**config.mk**
```make
export PLATFORM = sky130hd
export DESIGN_NAME = pool_ctrl
export DESIGN_NICKNAME = d
export VERILOG_FILES = /design/src/rtl/pool_ctrl.sv
export SDC_FILE = /design/constraint.sdc
export NUM_CORES = 1
export LEC_CHECK = 0
export ABC_AREA = 1
export BUFFER_PORTS_ARGS = -buffer_cell sky130_fd_sc_hd__buf_2
export CELL_PAD_IN_SITES_DETAIL_PLACEMENT = 1
export CELL_PAD_IN_SITES_GLOBAL_PLACEMENT = 1
export CORE_UTILIZATION = 39
export CTS_BUF_LIST = sky130_fd_sc_hd__clkbuf_8 sky130_fd_sc_hd__clkbuf_16
export DETAILED_ROUTE_END_ITERATION = 7
export GPL_TIMING_DRIVEN = 0
export PLACE_DENSITY = 0.8
export REMOVE_ABC_BUFFERS = 1
export SYNTH_ARGS = -nofsm -noshare
export SYNTH_HDL_FRONTEND = slang
export SYNTH_SLANG_ARGS = --single-unit
```
**constraint.sdc**
```tcl
create_clock -name Clk -period 2.85 [get_ports Clk]
set_input_delay 0.285 -clock Clk [delete_from_list [all_inputs] [get_ports Clk]]
set_output_delay 0.285 -clock Clk [all_outputs]
set_load 0.01 [all_outputs]
```
**src/rtl/pool_ctrl.sv**
```systemverilog
// 2x2 max-pool sequencer: reads four signed activations per output from GB, writes the
// maximum to BF and emits a 16-bit nonzero-flag word per group of sixteen outputs.
module pool_ctrl #(
    parameter int unsigned ADDR_WIDTH = 16,
    parameter int unsigned DATA_WIDTH = 8,
    parameter int unsigned NUM_WIDTH  = 12
) (
    input  logic                         Clk,
    input  logic                         Reset,
    input  logic                         cfg_val,
    output logic                         cfg_rdy,
    input  logic [ADDR_WIDTH-1:0]        cfg_gb_base,
    input  logic [ADDR_WIDTH-1:0]        cfg_bf_base,
    input  logic [NUM_WIDTH-1:0]         cfg_num_out,
    output logic                         POOLGB_rdy,
    output logic [ADDR_WIDTH-1:0]        POOLGB_addr,
    input  logic                         GBPOOL_val,
    input  logic signed [DATA_WIDTH-1:0] GBPOOL_data,
    output logic                         BF_val,
    input  logic                         BF_rdy,
    output logic [ADDR_WIDTH-1:0]        BF_addr,
    output logic signed [DATA_WIDTH-1:0] BF_data,
    output logic                         BF_flg_val,
    input  logic                         BF_flg_rdy,
    output logic [NUM_WIDTH-5:0]         BF_flg_addr,
    output logic [15:0]                  BF_flg_data,
    output logic                         busy,
    output logic                         done
);

    typedef enum logic [2:0] {StIdle, StRd, StWr, StFlg, StDone} state_e;

    state_e                         state_q, state_d;
    logic [ADDR_WIDTH-1:0]          gb_base_q, gb_base_d;
    logic [ADDR_WIDTH-1:0]          bf_base_q, bf_base_d;
    logic [NUM_WIDTH-1:0]           num_out_q, num_out_d;
    logic [NUM_WIDTH-1:0]           out_idx_q, out_idx_d;
    logic [1:0]                     k_q, k_d;
    logic signed [DATA_WIDTH-1:0]   max_q, max_d;
    logic [15:0]                    flag_q, flag_d;
    logic [NUM_WIDTH-5:0]           flg_addr_q, flg_addr_d;
    logic                           last_q, last_d;

    always_comb begin
        state_d    = state_q;
        gb_base_d  = gb_base_q;
        bf_base_d  = bf_base_q;
        num_out_d  = num_out_q;
        out_idx_d  = out_idx_q;
        k_d        = k_q;
        max_d      = max_q;
        flag_d     = flag_q;
        flg_addr_d = flg_addr_q;
        last_d     = last_q;
        unique case (state_q)
            StIdle: begin
                if (cfg_val) begin
                    gb_base_d = cfg_gb_base;
                    bf_base_d = cfg_bf_base;
                    num_out_d = cfg_num_out;
                    out_idx_d = '0;
                    k_d       = '0;
                    last_d    = 1'b0;
                    state_d   = (cfg_num_out == '0) ? StDone : StRd;
                end
            end
            StRd: begin
                if (GBPOOL_val) begin
                    k_d = k_q + 2'd1;
                    if (k_q == 2'd0 || GBPOOL_data > max_q) begin
                        max_d = GBPOOL_data;
                    end
                    if (k_q == 2'd3) begin
                        state_d = StWr;
                    end
                end
            end
            StWr: begin
                if (BF_rdy) begin
                    flag_d[out_idx_q[3:0]] = (max_q != '0);
                    out_idx_d  = out_idx_q + NUM_WIDTH'(1);
                    // Remember the group just written; out_idx has moved on by the flag write.
                    flg_addr_d = out_idx_q[NUM_WIDTH-1:4];
                    last_d     = (out_idx_q == num_out_q - NUM_WIDTH'(1));
                    if (out_idx_q[3:0] == 4'hF || out_idx_q == num_out_q - NUM_WIDTH'(1)) begin
                        state_d = StFlg;
                    end else begin
                        state_d = StRd;
                    end
                end
            end
            StFlg: begin
                if (BF_flg_rdy) begin
                    flag_d  = '0;
                    state_d = last_q ? StDone : StRd;
                end
            end
            StDone: state_d = StIdle;
            default: state_d = StIdle;
        endcase
    end

    always_ff @(posedge Clk) begin
        if (Reset) begin
            state_q    <= StIdle;
            gb_base_q  <= '0;
            bf_base_q  <= '0;
            num_out_q  <= '0;
            out_idx_q  <= '0;
            k_q        <= '0;
            max_q      <= '0;
            flag_q     <= '0;
            flg_addr_q <= '0;
            last_q     <= 1'b0;
        end else begin
            state_q    <= state_d;
            gb_base_q  <= gb_base_d;
            bf_base_q  <= bf_base_d;
            num_out_q  <= num_out_d;
            out_idx_q  <= out_idx_d;
            k_q        <= k_d;
            max_q      <= max_d;
            flag_q     <= flag_d;
            flg_addr_q <= flg_addr_d;
            last_q     <= last_d;
        end
    end

    // {out_idx, k} is exactly 4*out_idx + k.
    assign POOLGB_addr = gb_base_q + ADDR_WIDTH'({out_idx_q, k_q});
    assign BF_addr     = bf_base_q + ADDR_WIDTH'(out_idx_q);
    assign BF_data     = max_q;
    assign BF_flg_addr = flg_addr_q;
    assign BF_flg_data = flag_q;
    assign cfg_rdy     = (state_q == StIdle);
    assign POOLGB_rdy  = (state_q == StRd);
    assign BF_val      = (state_q == StWr);
    assign BF_flg_val  = (state_q == StFlg);
    assign busy        = (state_q != StIdle);
    assign done        = (state_q == StDone);

endmodule
```
==> results.toml, run 1 <==
[status]
status = "complete, no violations"

[floorplanning]
core-area_um2 = 14000
rows = 43
die_area_um2 = 15100
start_util_pct = 40.5
die_w_um = 123
die_h_um = 123
pin_count = 128

[grt]
antenna_found_initial = 0
grt_max_degree = 62
grt_use_total_pct = 24.8
globalRouteOverflowTotal = 0
grt_pass1_vias = 5791
grt_pass1_wl_mm = 28.9

[cells_and_area]
num_antenna_cells = 0
areaGrowthSynthToFinish_pct = 22.0
drive_above_1_share_pct = 21.7
fin_area_um2 = 6940
layout.nets = 1015

[clock_network]
clock_latency_ns = 0.35
tritoncts = "yes"
cts-root-buf = "clkbuf_16"
clock_sinks = 94
cts_made_buffers = 9
cts_buffer_depth = 2
cts-htree-levels = 3
path_clk_slew_ns = 0.07

[synth]
synth_edf_count = 0
avgSynthCellArea_um2 = 7.15
synthCells = 795
synth.largest_area_cell = "dfxtp_1"
ys_warn_count = 0
synth_cell_types = 44
synth_area_um2 = 5690
ys_seq_area_share_pct = 33.1
ys_seq_elements = 94
yosys-top-cells-count = "145 x nand2_1, 112 x a21oi_1, 94 x dfxtp_1"
synthTopCellsByArea = "dfxtp_1 33%, a21oi_1 9.9%, nand2_1 9.6%"
ys.flop_type = "dfxtp_1"
async_flop_share_pct = 0
synth_top_area_share_pct = 33.1
synth.most_common_cell = "nand2_1"

[placement]
dp_slack_ns = -0.950
place_area_um2 = 6440
io_buffers = 127
gp_congestion = 0.824
dp_hpwl_mm = 12.7

[setup_path]
r2r_slack_ns = 0.64
max_stage_delay_ns = 0.36
arrival_ns = 2.49
endpoint_kind = "output port"
cp_top_family = "compound AO/OA/AOI/OAI gates"
reg2reg_depth = 11
reg2reg_from = "BF_data[3]$_SDFFE_PP0P_"
crit_top_cell = "o21ai_1"
r2r_end = "BF_data[6]$_SDFFE_PP0P_"
start_kind = "flop"
path_class = "flop to output port"
crit_buf_inv = 2
crit_chain = "ha_1 > inv_1 > fa_2 > o21ai_2 > a21boi_2 > o21ai_1 > a21boi_1 > o21ai_1 > xor2_1 > buf_2"
required_ns = 2.57
path_max_fanout = 5
cp_slowest_cell = "dfxtp_2"

[power]
seqPwrFrac_pct = 33.5
total_leakage_power_nw = 3.25
clockPowerShare_pct = 28.8
power_density_nw_per_um2 = 718
comb_power_share_pct = 37.7
vdd_drop_max_mv = 0.512
p_switching_mw = 1.95
p_int_mw = 3.03
swShare_pct = 39.2

[sta]
hold_violations = 0
clock-skew-final_ns = 0.00769
finalSetupViolCount = 0
period_minus_slack_ns = 2.77
final_max_slew_viol_count = 0
worst_slew_pin_slew_ns = 1.13
period_share_pct = 97.2
setup_ws_ns = 0.0784
fmax_mhz = 361
rsz0062_at_grt = "true"
maxSlewHeadroom_pct = 24.4

[route]
dr_total_vias = 5831
drc = 0
wl_per_cell_um = 16.3
drt-initial-drc-count = 215
ant_nets = 0
vias_per_cell = 5.31
firstDrtPassIters = 4
drt-total-wl_mm = 18.0

[worst_hold_path]
hold_class = "input pin to flop"
holdPathStages = 3
hold_end = "gb_base_q[12]$_SDFFE_PP0P_"
worstHoldStart = "cfg_gb_base[12]"

[run]
drv_cap = 0
-- registers in the layout, summed over array words and instances, names as in the netlist --
name	cells
out_idx_q	12
BF_data	8
k_q	2
BF_flg_addr	8
last_q	1
num_out_q	12
gb_base_q	16
state_q	3
bf_base_q	16
BF_flg_data	16
-- worst max-delay path by stage --
| stage | startpoint | end | cells past startpoint |
|---|---|---|---|
| 2_1_floorplan | state_q[1]$_SDFFE_PP0P_ | out_idx_q[9]$_SDFFE_PP0P_ | 10 |
| 3_3_place_gp | state_q[1]$_SDFFE_PP0P_ | out_idx_q[10]$_SDFFE_PP0P_ | 8 |
| 3_5_place_dp | state_q[1]$_SDFFE_PP0P_ | out_idx_q[10]$_SDFFE_PP0P_ | 8 |
| 4_1_cts | out_idx_q[0]$_SDFFE_PP0P_ | BF_addr[14] | 11 |
| 5_1_grt | k_q[0]$_SDFFE_PP0P_ | POOLGB_addr[12] | 10 |
| 6_report | k_q[0]$_SDFFE_PP0P_ | POOLGB_addr[12] | 10 |
-- repair_timing --
item / in CTS / in global routing
pin swaps: 6 / 4
hold buffers: 0 / 0
hold endpoints to repair: 0 / 0
gates cloned: 1 / 0
setup endpoints to repair: 67 / 10
buffers inserted: 5 / 2
gates resized for setup: 15 / 12
-- through the flow --
stage          instances  utilization [%]  hold slack [ns]  power (mW)  setup TNS, ns
2_1_floorplan        767                -            0.354        2.86              0
3_3_place_gp        1074             45.8            0.454        3.42         -21.69
3_5_place_dp        1074             45.8            0.462        3.47         -23.61
4_1_cts             1096             48.9            0.192        4.99              0
5_1_grt             1099             49.4            0.203        5.31        -0.0796
6_report            1099             49.4            0.192        4.98              0
-- logic make-up (layout without fill, tap and decap cells) --
family	after synthesis	in the layout	synth area share, %
AND/OR/NAND/NOR	310	311	25.3
AO/OA/AOI/OAI	206	206	19.4
buffers and inverters	109	232	7.39
flip-flops	94	94	33.1
adder cells (fa/ha/maj)	43	43	9.72
XOR/XNOR	33	33	5.08
-- power groups by stage --
stage / clock, mW / combinational, mW / sequential, mW
3_3_place_gp: 0 / 1.75 / 1.67
3_5_place_dp: 0 / 1.79 / 1.68
4_1_cts: 1.46 / 1.86 / 1.67
2_1_floorplan: 0 / 1.20 / 1.66
6_report: 1.43 / 1.88 / 1.67
5_1_grt: 1.50 / 2.11 / 1.69
-- layout make-up --
type                            count  area, µm²
Multi-Input combinational cell    593       3460
Tap cell                          180        225
Clock inverter                      5       97.6
Clock buffer                       11        253
Fill cell                        1831       7100
Inverter                           81        309
Sequential cell                    94       1890
Timing Repair Buffer              135        699
-- routing by layer --
layer  vias up  part of all wire, %  global-route usage, %
li1       2926                    -                      -
met1      2781                   46                   30.6
met2        99                   49                   43.7
met3        25                  3.7                   4.74
met4         0                  1.7                   6.63
met5         -                    0                      0
-- worst min-delay path, delay by kind of cell --
| kind | cells | cell delay [ns] |
|---|---|---|
| buf+inv | 1 | 0.09 |
| simple gates | 1 | 0.07 |
| compound gates | 1 | 0.06 |
-- layout by cell type (no fill, tap or decap), types with 4 or more instances in the layout --
cell       Yosys  layout
nand2_2        5       4
nand3_1       58      58
inv_1         72      74
o21ai_0       54      52
xor2_1        21      21
inv_2          5       5
a21oi_1      112     109
o21ai_1       11      10
nand4_1        4       4
nor3_2         4       5
dfxtp_2        0       4
dfxtp_1       94      88
nand2_1      145     145
ha_1          41      39
a211oi_1      10      10
nor3_1        12      12
nor4_1         5       5
nor2_4         5       5
nand3b_1       9       9
clkbuf_16      0       9
buf_4          0       7
xnor2_1       12      12
buf_2          5     127
nor2_1        55      54
No activity file was read; power rests on OpenSTA's default activity.
==> run 2: changes to the inputs <==
==> config.mk (replaced) <==
export PLATFORM = sky130hd
export DESIGN_NAME = pool_ctrl
export DESIGN_NICKNAME = d
export VERILOG_FILES = /design/src/rtl/pool_ctrl.sv
export SDC_FILE = /design/constraint.sdc
export NUM_CORES = 1
export LEC_CHECK = 0
export ABC_AREA = 1
export CELL_PAD_IN_SITES_DETAIL_PLACEMENT = 1
export CELL_PAD_IN_SITES_GLOBAL_PLACEMENT = 1
export CORE_UTILIZATION = 49
export CTS_BUF_LIST = sky130_fd_sc_hd__clkbuf_8 sky130_fd_sc_hd__clkbuf_16
export DETAILED_ROUTE_END_ITERATION = 7
export DONT_BUFFER_PORTS = 1
export GPL_TIMING_DRIVEN = 0
export PLACE_DENSITY = 0.84
export SYNTH_ARGS = -nofsm -noshare
export SYNTH_HDL_FRONTEND = slang
export SYNTH_SLANG_ARGS = --single-unit
==> constraint.sdc (replaced) <==
create_clock -name Clk -period 3.5 [get_ports Clk]
set_input_delay 0.35 -clock Clk [delete_from_list [all_inputs] [get_ports Clk]]
set_output_delay 0.35 -clock Clk [all_outputs]
set_load 0.01 [all_outputs]
==> run 2 against run 1 <==
Net effect:
- global-route usage increased by 6.7 points
- via count decreased by 3.8%
- non-clock buffer count decreased by 107
- sequential cell count unchanged
- setup slack improved by 0.22 ns
- utilization increased by 6.1 points
- critical path type unchanged
- largest cell class unchanged
- clock power decreased by 32%
- combinational power decreased by 26%
==> results.toml, run 2 (same netlist as run 1, synthesis figures left out) <==
[status]
status = "complete, no violations"

[sta]
finalSetupViolCount = 0
fmax_mhz = 313
rsz0062_at_grt = "false"
period_share_pct = 91.4
worst_slew_pin_slew_ns = 0.659
period_minus_slack_ns = 3.20
setup_ws_ns = 0.301
holdWs_ns = 0.164
tns_ns = 0
final_max_slew_viol_count = 0
clock-skew-final_ns = 0.00852
maxSlewHeadroom_pct = 56.1
hold_violations = 0

[clock_network]
clock_sinks = 94
cts_buffer_depth = 2
ctsHoldBuffers = 0
cts_setup_buffers = 0
clock_latency_ns = 0.35
cts_made_buffers = 9
cts-root-buf = "clkbuf_16"
cts-htree-levels = 3
path_clk_slew_ns = 0.07
tritoncts = "yes"

[route]
vias_per_cell = 5.90
ant_nets = 0
drc = 0
firstDrtPassIters = 4
drt-initial-drc-count = 216
wl_per_cell_um = 19.5
dr_total_vias = 5607
drt-total-wl_mm = 18.5

[floorplanning]
die_h_um = 110
die_w_um = 110
core-area_um2 = 11100
die_area_um2 = 12000
pin_count = 128
start_util_pct = 51.3
rows = 38

[setup_path]
cp_top_family = "compound AO/OA/AOI/OAI gates"
path_max_fanout = 7
crit_chain = "inv_1 > fa_1 > nor2_1 > a21oi_1 > o21bai_1 > a31oi_1 > o21ai_1 > nand2_1 > xor2_1"
max_stage_delay_ns = 0.52
start_kind = "flop"
arrival_ns = 2.85
crit_buf_inv = 1
cp_slowest_cell = "dfxtp_1"
required_ns = 3.15
endpoint_kind = "output port"
path_class = "flop to output port"

[cells_and_area]
drive_above_1_share_pct = 5.55
nFillCells = 1485
layout.nets = 907
areaGrowthSynthToFinish_pct = 8.07
final_core_util_pct = 55.5
num_antenna_cells = 0
mostFrequentLayoutCells = "145 x nand2_1, 112 x a21oi_1, 94 x dfxtp_1"
final_common_cell = "nand2_1"

[grt]
grt_use_total_pct = 31.5
grt_max_degree = 15
use_met2_pct = 56.1
grt-busiest-layer = "met2"
grt_pass1_wl_mm = 28.4
use_met1_pct = 36.7
use_met3_pct = 5.81
grt_pass1_vias = 5714
globalRouteOverflowTotal = 0
antenna_found_initial = 0

[run]
drv_cap = 0

[power]
vdd_drop_max_mv = 0.349
total_leakage_power_nw = 2.62
power_density_nw_per_um2 = 609

[placement]
dp_hpwl_mm = 14.6
io_buffers = 0
dp_slack_ns = 0.614
gp_congestion = 0.873

[synth]
syn_nets = 896

[worst_hold_path]
hold_class = "input pin to flop"
-- run 2: power by group --
part | internal [mW] | total, mW | switching (mW) | leakage (nW)
registers | 1.22 | 1.37 | 0.154 | 0.767
logic | 0.414 | 1.40 | 0.983 | 1.70
clock network | 0.544 | 0.976 | 0.432 | 0.149
total | 2.18 | 3.75 | 1.57 | 2.62
-- run 2: layout make-up --
cell class	count	area (µm²)	share of cell area [%]
Buffer	28	111	1.81
Clock buffer	9	225	3.66
Clock inverter	7	58.8	0.957
Inverter	81	309	5.03
Multi-Input combinational cell	592	3390	55.1
Sequential cell	94	1880	30.6
Tap cell	140	175	2.85
-- run 2: path summary, 6_finish.rpt --
check                                          startpoint                   endpoint  slack (ns)  cells past startpoint
worst min register to register  gb_base_q[3]$_SDFFE_PP0P_  gb_base_q[3]$_SDFFE_PP0P_        0.47                      2
worst max-delay path            out_idx_q[1]$_SDFFE_PP0P_                BF_addr[14]        0.30                      9
worst min-delay path                       cfg_bf_base[2]  bf_base_q[2]$_SDFFE_PP0P_        0.16                      2
worst max register to register    BF_data[3]$_SDFFE_PP0P_    BF_data[2]$_SDFFE_PP0P_        1.19                     11
-- run 2: repair_timing --
item / in CTS / in global routing
setup endpoints to repair: 0 / 1
endpoints found under the hold margin: 0 / 0
resized for setup: 0 / 1
-- run 2: per-layer routing --
layer,part of all wire [%],vias to the layer above
met5,0,-
met4,2.7,0
met3,5.2,38
met2,49,153
met1,43,2706
li1,-,2710
-- run 2: per-stage QoR --
step,std cells,area [µm²],power (mW)
floorplan,795,5690,2.38
global placement,935,5860,2.68
detailed placement,935,5860,2.77
CTS,951,6150,3.75
global route,951,6150,3.97
finish,951,6150,3.75
-- run 2: worst register-to-register path, cell delays in order (launching register included) --
cell and delay (ns):
dfxtp_1 0.44, inv_1 0.07, ha_1 0.30, a21oi_1 0.19, o21ai_0 0.12, a21oi_1 0.16, nor3_1 0.07, o21ai_0 0.14
nand2_1 0.20, buf_2 0.26, a21oi_1 0.18, nor2_1 0.07
==> run 3: changes to the inputs <==
--- a/config.mk
+++ b/config.mk
@@ -5,10 +5,10 @@
 export SDC_FILE = /design/constraint.sdc
 export NUM_CORES = 1
 export LEC_CHECK = 0
-export ABC_AREA = 1
+export ABC_AREA = 0
 export CELL_PAD_IN_SITES_DETAIL_PLACEMENT = 1
 export CELL_PAD_IN_SITES_GLOBAL_PLACEMENT = 1
-export CORE_UTILIZATION = 49
+export CORE_UTILIZATION = 50
 export CTS_BUF_LIST = sky130_fd_sc_hd__clkbuf_8 sky130_fd_sc_hd__clkbuf_16
 export DETAILED_ROUTE_END_ITERATION = 7
 export DONT_BUFFER_PORTS = 1
==> run 3 against run 2 <==
Net effect:
- via count fell by 8.8%
- largest power group is now sequential cells
- count of clock-buffer cells in the layout up 2
- total power down 32%
==> results.toml, run 3 <==
[clock_network]
tritoncts = "yes"
clock_latency_ns = 0.35
cts-htree-levels = 3
cts_made_buffers = 9
cts_setup_buffers = 0
clock_sinks = 94
cts_buffer_depth = 2
path_clk_slew_ns = 0.07
cts-root-buf = "clkbuf_16"

[setup_path]
crit_buf_inv = 1
required_ns = 3.15
crit_chain = "ha_1 > inv_1 > fa_1 > nor2b_1 > o21ai_0 > a21boi_0 > o41ai_1 > a21oi_1 > mux2i_1 > nand3_1"
start_kind = "flop"
cp_top_family = "compound AO/OA/AOI/OAI gates"
endpoint_kind = "output port"
max_stage_delay_ns = 0.45
cp_slowest_cell = "a21boi_0"
arrival_ns = 2.87
path_max_fanout = 4
path_class = "flop to output port"

[synth]
synthCells = 729
synth.most_common_cell = "nand2_1"
yosys-top-cells-count = "134 x nand2_1, 94 x dfxtp_1, 76 x a21oi_1"
synth_edf_count = 0
ys.flop_type = "dfxtp_1"
async_flop_share_pct = 0
ys_seq_elements = 94
synthTopCellsByArea = "dfxtp_1 33%, ha_1 9.0%, nand2_1 8.9%"
avgSynthCellArea_um2 = 7.80
ys_seq_area_share_pct = 33.1
syn_nets = 830
synth.largest_area_cell = "dfxtp_1"
synth_area_um2 = 5680
synth_top_area_share_pct = 33.1
synth_cell_types = 61
ys_warn_count = 0

[cells_and_area]
num_antenna_cells = 0
final_common_cell = "nand2_1"
drive_above_1_share_pct = 5.37
final_core_util_pct = 56.2
mostFrequentLayoutCells = "134 x nand2_1, 92 x dfxtp_1, 75 x a21oi_1"
multi_input_area_um2 = 3550
nFillCells = 1404
areaGrowthSynthToFinish_pct = 8.23
layout.nets = 841
fin_cells = 885
regArea_um2 = 1880

[placement]
io_buffers = 0
dp_hpwl_mm = 12.9
placedCellCount = 869
gp_congestion = 0.862

[grt]
antenna_found_initial = 0
grt_max_degree = 16
grt_pass1_wl_mm = 26.4
globalRouteOverflowTotal = 0
grt_pass1_vias = 5372
grt_use_total_pct = 29.2

[sta]
final_max_slew_viol_count = 0
fmax_mhz = 310
period_minus_slack_ns = 3.22
maxSlewHeadroom_pct = 35.0
clock-skew-final_ns = 0.00644
period_share_pct = 92.0
hold_violations = 0
tns_ns = 0
finalSetupViolCount = 0
rsz0062_at_grt = "false"
worst_slew_pin_slew_ns = 0.970

[floorplanning]
die_w_um = 109
pin_count = 128
rows = 38
die_h_um = 109
die_area_um2 = 11800
start_util_pct = 52.0
core-area_um2 = 10900

[run]
drv_cap = 0

[route]
dr_total_vias = 5114
vias_per_cell = 5.78
drt-initial-drc-count = 184
drc = 0
drt-total-wl_mm = 16.5
firstDrtPassIters = 4
ant_nets = 0
wl_per_cell_um = 18.6

[power]
seqPwrFrac_pct = 45.7
power_density_nw_per_um2 = 413
clockPowerShare_pct = 37.5
power_mw = 2.54
total_leakage_power_nw = 2.44
vdd_drop_max_mv = 0.239
p_switching_uw = 752
p_int_mw = 1.79
swShare_pct = 29.6
comb_power_share_pct = 16.8

[worst_hold_path]
hold_class = "input pin to flop"

[status]
status = "complete, no violations"
run 3: repair_timing:
action,4_1_cts,5_1_grt
resized for setup,0,3
hold buffers,0,0
setup endpoints to repair,0,3
run 3: kinds of logic (layout without fill, tap and decap cells):
logic type / Yosys count / after routing / share of synthesized area [%]
compound gates: 157 / 157 / 17.2
fa+ha+maj: 43 / 43 / 9.73
mux: 11 / 11 / 1.94
buf+inv: 61 / 77 / 4.54
xor+xnor: 47 / 47 / 7.24
simple gates: 316 / 316 / 26.2
flops: 94 / 94 / 33.1
run 3: layout make-up:
type	instances	area share [%]
Clock inverter	5	0.549
Multi-Input combinational cell	574	57.7
Tap cell	140	2.85
Clock buffer	11	4.11
Sequential cell	94	30.6
Inverter	28	1.71
Buffer	33	2.48
run 3: power by group through the flow:
stage          clock [mW]  combinational, mW  sequential [mW]
2_1_floorplan           0              0.330             1.17
3_3_place_gp            0              0.399             1.18
3_5_place_dp            0              0.425             1.19
4_1_cts             0.968              0.429             1.16
5_1_grt              1.02              0.476             1.17
6_report            0.954              0.427             1.16
run 3: worst paths after layout:
path	slack (ns)	startpoint	end	cells after the start
worst min-delay path	0.13	cfg_gb_base[5]	gb_base_q[5]$_SDFFE_PP0P_	2
worst max register to register	0.81	BF_data[1]$_SDFFE_PP0P_	BF_data[3]$_SDFFE_PP0P_	9
worst max-delay path	0.28	k_q[0]$_SDFFE_PP0P_	POOLGB_addr[14]	10
worst min register to register	0.46	bf_base_q[6]$_SDFFE_PP0P_	bf_base_q[6]$_SDFFE_PP0P_	2
run 3: through the flow:
| stage | hold WS [ns] | worst slack, ns | area [µm²] |
|---|---|---|---|
| 2_1_floorplan | 0.441 | 0.924 | 5680 |
| 5_1_grt | 0.128 | 0.0191 | 6150 |
| 4_1_cts | 0.126 | 0.0439 | 6140 |
| 3_3_place_gp | 0.450 | 0.491 | 5860 |
| 6_report | 0.129 | 0.279 | 6150 |
| 3_5_place_dp | 0.456 | 0.434 | 5860 |
run 3: worst register-to-register path: cells and delay by family, from the launching register on:
kind                     cells  cell delay [ns]
AO/OA/AOI/OAI                5             1.40
multiplexers                 1             0.27
adder cells (fa/ha/maj)      1             0.31
AND/OR/NAND/NOR              1             0.14
flip-flops                   1             0.43
buffers and inverters        1             0.07
run 3: per-layer routing:
metal | global-route usage [%] | vias to the layer above | routed length [µm] | share of wire [%]
met3 | 6.99 | 24 | 911 | 5.5
met1 | 34.2 | 2442 | 7130 | 43
met2 | 51.4 | 114 | 8160 | 49
met4 | 11.0 | 0 | 296 | 1.8
li1 | - | 2534 | - | -
met5 | 0 | - | 0 | 0
